[src/rtl/ifetch_queue.sv]
// ifetch_queue: pipelined instruction fetch with a DEPTH-entry prefetch queue.
// Optional perf counters under `define IFETCH_PERF_CNT_EN.
module ifetch_queue #(
  parameter int              XLEN        = 32,
  parameter int              DEPTH       = 4,
  parameter int              INSTR_BYTES = 4,
  parameter logic [XLEN-1:0] RESET_PC    = '0
) (
  input  logic            clk,
  input  logic            rst_n,
  output logic            imem_req,
  output logic [XLEN-1:0] imem_addr,
  input  logic            imem_gnt,
  input  logic            imem_rvalid,
  input  logic [XLEN-1:0] imem_rdata,
  output logic            inst_valid,
  input  logic            inst_ready,
  output logic [XLEN-1:0] inst_data,
  output logic [XLEN-1:0] inst_pc,
  input  logic            BRANCH,
  input  logic            ALU_Z,
  input  logic [XLEN-1:0] SE_PC,
  input  logic [XLEN-1:0] SE_B,
  input  logic            ret_enable,
  input  logic [XLEN-1:0] QT_B
`ifdef IFETCH_PERF_CNT_EN
  ,
  output logic [31:0]     perf_fetched,
  output logic [31:0]     perf_flushed
`endif
);

  localparam int AW = $clog2(DEPTH);
  localparam int CW = AW + 1;
  localparam logic [XLEN-1:0] ALIGN =
    ~XLEN'(INSTR_BYTES - 1);

  logic [XLEN-1:0] pc_q;
  logic [XLEN-1:0] q_data [DEPTH];
  logic [XLEN-1:0] q_pc   [DEPTH];
  logic [XLEN-1:0] tag_pc [DEPTH];
  logic [AW-1:0]   q_rd, q_wr;
  logic [AW-1:0]   t_rd, t_wr;
  logic [CW-1:0]   q_cnt, q_cnt_d;
  logic [CW-1:0]   outstanding;
  logic [CW-1:0]   drop_cnt;

  logic            redirect;
  logic [XLEN-1:0] target;
  logic            credit;
  logic            issue;
  logic            drop;
  logic            push;
  logic            pop;

  assign redirect = ret_enable | (BRANCH & ALU_Z);
  assign target   = (ret_enable ? QT_B : SE_PC + SE_B)
                  & ALIGN;

  // Count in-flight requests against queue space so a response always fits.
  assign credit = ({1'b0, q_cnt} + {1'b0, outstanding})
                < (CW+1)'(DEPTH);

  assign imem_req  = rst_n & credit & ~redirect;
  assign imem_addr = pc_q;
  assign issue     = imem_req & imem_gnt;

  assign drop = imem_rvalid & (drop_cnt != '0);
  assign push = imem_rvalid & ~drop & ~redirect;

  assign inst_valid = q_cnt != '0;
  assign pop        = inst_valid & inst_ready & ~redirect;
  assign inst_data  = inst_valid ? q_data[q_rd] : '0;
  assign inst_pc    = inst_valid ? q_pc[q_rd]   : '0;

  always_comb begin
    q_cnt_d = q_cnt;
    unique case (1'b1)
      redirect:    q_cnt_d = '0;
      push & ~pop: q_cnt_d = q_cnt + CW'(1);
      pop & ~push: q_cnt_d = q_cnt - CW'(1);
      default:     ;
    endcase
  end

  always_ff @(posedge clk or negedge rst_n) begin
    if (!rst_n) begin
      pc_q        <= RESET_PC;
      q_rd        <= '0;
      q_wr        <= '0;
      q_cnt       <= '0;
      t_rd        <= '0;
      t_wr        <= '0;
      outstanding <= '0;
      drop_cnt    <= '0;
    end else begin
      q_cnt       <= q_cnt_d;
      outstanding <= outstanding + CW'(issue)
                   - CW'(imem_rvalid);
      if (redirect) begin
        pc_q     <= target;
        q_rd     <= '0;
        q_wr     <= '0;
        t_rd     <= '0;
        t_wr     <= '0;
        // Everything still in flight belongs to the old stream.
        drop_cnt <= outstanding - CW'(imem_rvalid);
      end else begin
        if (issue) begin
          pc_q <= pc_q + XLEN'(INSTR_BYTES);
          t_wr <= t_wr + AW'(1);
        end
        if (drop) drop_cnt <= drop_cnt - CW'(1);
        if (push) begin
          q_wr <= q_wr + AW'(1);
          t_rd <= t_rd + AW'(1);
        end
        if (pop) q_rd <= q_rd + AW'(1);
      end
    end
  end

  always_ff @(posedge clk) begin
    if (issue) tag_pc[t_wr] <= pc_q;
    if (push) begin
      q_data[q_wr] <= imem_rdata;
      q_pc[q_wr]   <= tag_pc[t_rd];
    end
  end

  assert property (@(posedge clk) disable iff (!rst_n)
    !(push && q_cnt == CW'(DEPTH)));

`ifdef IFETCH_PERF_CNT_EN
  logic [32:0] fl_sum;
  logic        fl_drop;

  assign fl_drop = imem_rvalid & (drop | redirect);

  always_comb begin
    fl_sum = {1'b0, perf_flushed} + 33'(fl_drop);
    if (redirect) fl_sum = fl_sum + 33'(q_cnt);
  end

  always_ff @(posedge clk or negedge rst_n) begin
    if (!rst_n) begin
      perf_fetched <= '0;
      perf_flushed <= '0;
    end else begin
      if (pop && perf_fetched != '1)
        perf_fetched <= perf_fetched + 32'd1;
      perf_flushed <= fl_sum[32] ? '1 : fl_sum[31:0];
    end
  end
`endif

endmodule

[config.mk]
export PLATFORM = sky130hd
export DESIGN_NAME = ifetch_queue
export DESIGN_NICKNAME = d
export VERILOG_FILES = /design/src/rtl/ifetch_queue.sv
export SDC_FILE = /design/constraint.sdc
export NUM_CORES = 1
export LEC_CHECK = 0
export ABC_CLOCK_PERIOD_IN_PS = 6000
export CORE_MARGIN = 2
export CORE_UTILIZATION = 30
export DETAILED_ROUTE_END_ITERATION = 7
export GPL_ROUTABILITY_DRIVEN = 0
export PLACE_DENSITY = 0.55
export SLEW_MARGIN = 0
export SYNTH_ARGS = -nofsm -noshare
export SYNTH_HDL_FRONTEND = slang
export SYNTH_SLANG_ARGS = --single-unit
[constraint.sdc]
create_clock -name clk -period 6 [get_ports clk]
set_clock_uncertainty 0.15 [all_clocks]
set_input_delay 0.9 -clock clk [delete_from_list [all_inputs] [get_ports clk]]
set_output_delay 0.9 -clock clk [all_outputs]
set_load 0.05 [all_outputs]
==> flow_metrics.py <==
metrics = {
    "final_layout": {
        "regArea_um2": 12200,
        "drive_gt1_share_pct": 14.2,
        "finalCoreUtilization_pct": 37.9,
        "num-fill-cells": 5652,
        "layout_common_cells": "368 x edfxtp_1, 226 x clkdlybuf4s50_1, 92 x mux4_2, 70 x and2_1, 54 x nand2_1",
        "multiInputGateArea_um2": 5630,
        "area_growth_pct": 25.4,
        "layout_commonest_cell": "edfxtp_1",
        "nNetsFinal": 1523,
        "diodes": 0,
    },
    "sta": {
        "setup_viol": 0,
        "hold_slack_ps": 346,
        "hold_viol_final": 0,
        "period_share_pct": 74.7,
        "drv_slew": 0,
        "fmax_mhz": 223,
        "setup-tns-final_ps": 0,
        "period_minus_slack_ps": 4480,
        "worstMarginPinSlew_ps": 1050,
        "grt_setup_unrepaired": "no",
        "relSlewSlack_pct": 29.7,
    },
    "clocking": {
        "cts-root-buf": "clkbuf_16",
        "cts_buffers": 44,
        "cts_hold_buf": 0,
        "cts_setup_buffers": 0,
        "clock_latency_ps": 570,
        "cts_tree": "done",
        "clk_pin_slew_ps": 60,
        "clk_path_buf_depth": 3,
        "cts_sinks": 415,
        "cts_resized": 0,
        "h-tree-depth": 2,
    },
    "global_routing": {
        "grt-ovfl-total": 0,
        "grt_pass1_wl_mm": 65.5,
        "grt_use_total_pct": 13.8,
        "grt_pass1_vias": 11000,
        "grt_antenna_before_repair": 0,
        "grt_start_max_net_pins": 63,
    },
    "pwr": {
        "ir_drop_v": 0.000156,
        "p_leak_nw": 7.52,
        "p_per_area_nw_per_um2": 308,
        "p_total_w": 0.00701,
    },
    "critical_path": {
        "critPathLaunchType": "flop",
        "critPathArrivalTime_ps": 3430,
        "critPathMaxStageDelay_ps": 910,
        "crit_path_end_kind": "output pin",
        "crit_required_ps": 4950,
        "crit_type": "reg -> out",
        "critPathSlowestCell": "dfrtp_4",
        "critPathTopFamily": "buffers and inverters",
        "crit_fanout": 35,
        "crit_buf_inv": 2,
        "crit_chain": "buf_4 -> mux4_2 -> and2_1 -> clkdlybuf4s50_1",
    },
    "synth": {
        "ys.flop_type": "edfxtp_1",
        "ys_types": 70,
        "synth_edf_count": 368,
        "netlist_instances": 1090,
        "synth_seq_area_share_pct": 67.4,
        "ys_warn_count": 0,
        "syn_area_per_cell_um2": 16.6,
        "synth_area_um2": 18100,
        "synth-seq-cells": 415,
        "ys_async_sr_fraction_pct": 11.3,
    },
    "routing": {
        "drt_pass1_iterations": 6,
        "ant_nets": 0,
        "viasPerCell": 4.79,
        "drt-initial-drc-count": 488,
        "vias": 10300,
        "route.detailed.drc": 0,
        "wl_per_cell_um": 19.9,
        "drt-total-wl_mm": 42.8,
    },
    "outcome": {
        "status": "finished clean",
    },
    "place": {
        "hpwl_mm": 28.2,
        "io_buffers": 227,
    },
    "floorplanning": {
        "coreArea_um2": 60000,
        "dieArea_um2": 62400,
        "rows": 90,
        "die_h_um": 250,
        "initial_core_util_pct": 30.2,
        "io_pins": 234,
        "die_x_um": 250,
    },
    "worst_hold_path": {
        "hp-class": "in -> async",
    },
    "job": {
        "maxCapViolCount": 0,
    },
}
[logic make-up after synthesis]
logic type	after synthesis	share of synthesized area, %
fa+ha+maj	51	3.60
compound gates	160	6.18
mux	93	11.5
simple gates	245	7.09
flops	415	67.4
xor+xnor	53	2.56
other cells	1	0.0207
buf+inv	72	1.64
[where the power goes]
part	switching, W	internal, W
registers	0.000112	0.00327
clock network	0.00109	0.00158
logic	0.000556	0.000399
[metrics by stage]
stage,setup slack (ps),area (um2),std cells
after global placement,1640,21300,2072
after detailed placement,1650,21300,2072
final,1520,22700,2152
after floorplan,2310,18100,1093
after global routing,1300,22700,2152
after CTS,1370,22700,2152
[metal layers]
layer	up-vias	global-route usage, %	share of wire (%)
met1	5184	17.1	43
met4	0	4.78	2.6
met5	-	0	0
met3	63	3.82	6.8
met2	283	23.2	48
li1	4783	-	-
[state kept, by name (all words and copies together), names as in the netlist, 3 cells and up]
register     count
imem_addr       30
tag_pc         120
drop_cnt         3
q_cnt            3
q_data         128
outstanding      3
q_pc           120
[worst paths after layout]
| path | start | slack [ps] | cells after the start | endpoint |
|---|---|---|---|---|
| worst max-delay path | q_rd[0]$_DFFE_PN0P_ | 1520 | 4 | inst_pc[11] |
| max in group asynchronous | rst_n | 4870 | 2 | q_rd[0]$_DFFE_PN0P_ |
| worst max register to register | q_cnt[2]$_DFFE_PN0P_ | 2880 | 11 | outstanding[2]$_DFF_PN0_ |
| worst min-delay path | rst_n | 350 | 2 | outstanding[1]$_DFF_PN0_ |
| worst min register to register | outstanding[0]$_DFF_PN0_ | 390 | 1 | outstanding[0]$_DFF_PN0_ |
| min in group clk | outstanding[0]$_DFF_PN0_ | 390 | 1 | outstanding[0]$_DFF_PN0_ |
[synthesized netlist by cell type (all sizes together) (3+ instances only)]
master,instances,area (um2)
and3,16,100
and2,74,463
inv,27,101
nand3b,3,22.5
o21a,4,30.0
mux4,92,2070
nand3,25,125
edfxtp,368,11100
o21bai,3,22.5
ha,49,613
o211ai,6,45.0
nand2,54,203
or3,3,18.8
buf,19,97.6
a211oi,6,50.1
a2bb2oi,3,26.3
a22oi,8,60.1
nor3,9,55.1
o21ai,28,140
a221oi,4,41.3
nand4,11,68.8
xor2,28,245
nor4,3,18.8
xnor2,25,219
a21oi,46,245
and4,3,26.3
dfrtp,47,1180
o22ai,8,50.1
a21o,10,82.6
nor2,39,149
a31oi,10,62.6
a2111oi,3,51.3
clkbuf,26,97.6
o31ai,4,35.0
[area by class of cell]
type | instances | area share (%)
flip-flops and latches | 415 | 53.8
multi-input cells | 606 | 24.8
repair buffers | 242 | 10.5
clock buffers | 57 | 5.29
well taps | 782 | 4.30
clock inverters | 23 | 0.957
inverters | 27 | 0.446
[worst register-to-register path, cell delays in order, from the launching register on]
cell     delay (ps)
dfrtp_1         440
ha_1            310
nor4b_1         260
and3_1          270
and2_1          150
buf_4           240
inv_2           160
ha_1            300
inv_1            40
ha_1            180
fa_1            380
xnor2_1         140
Note: power is estimated with default switching activity, not from simulation.
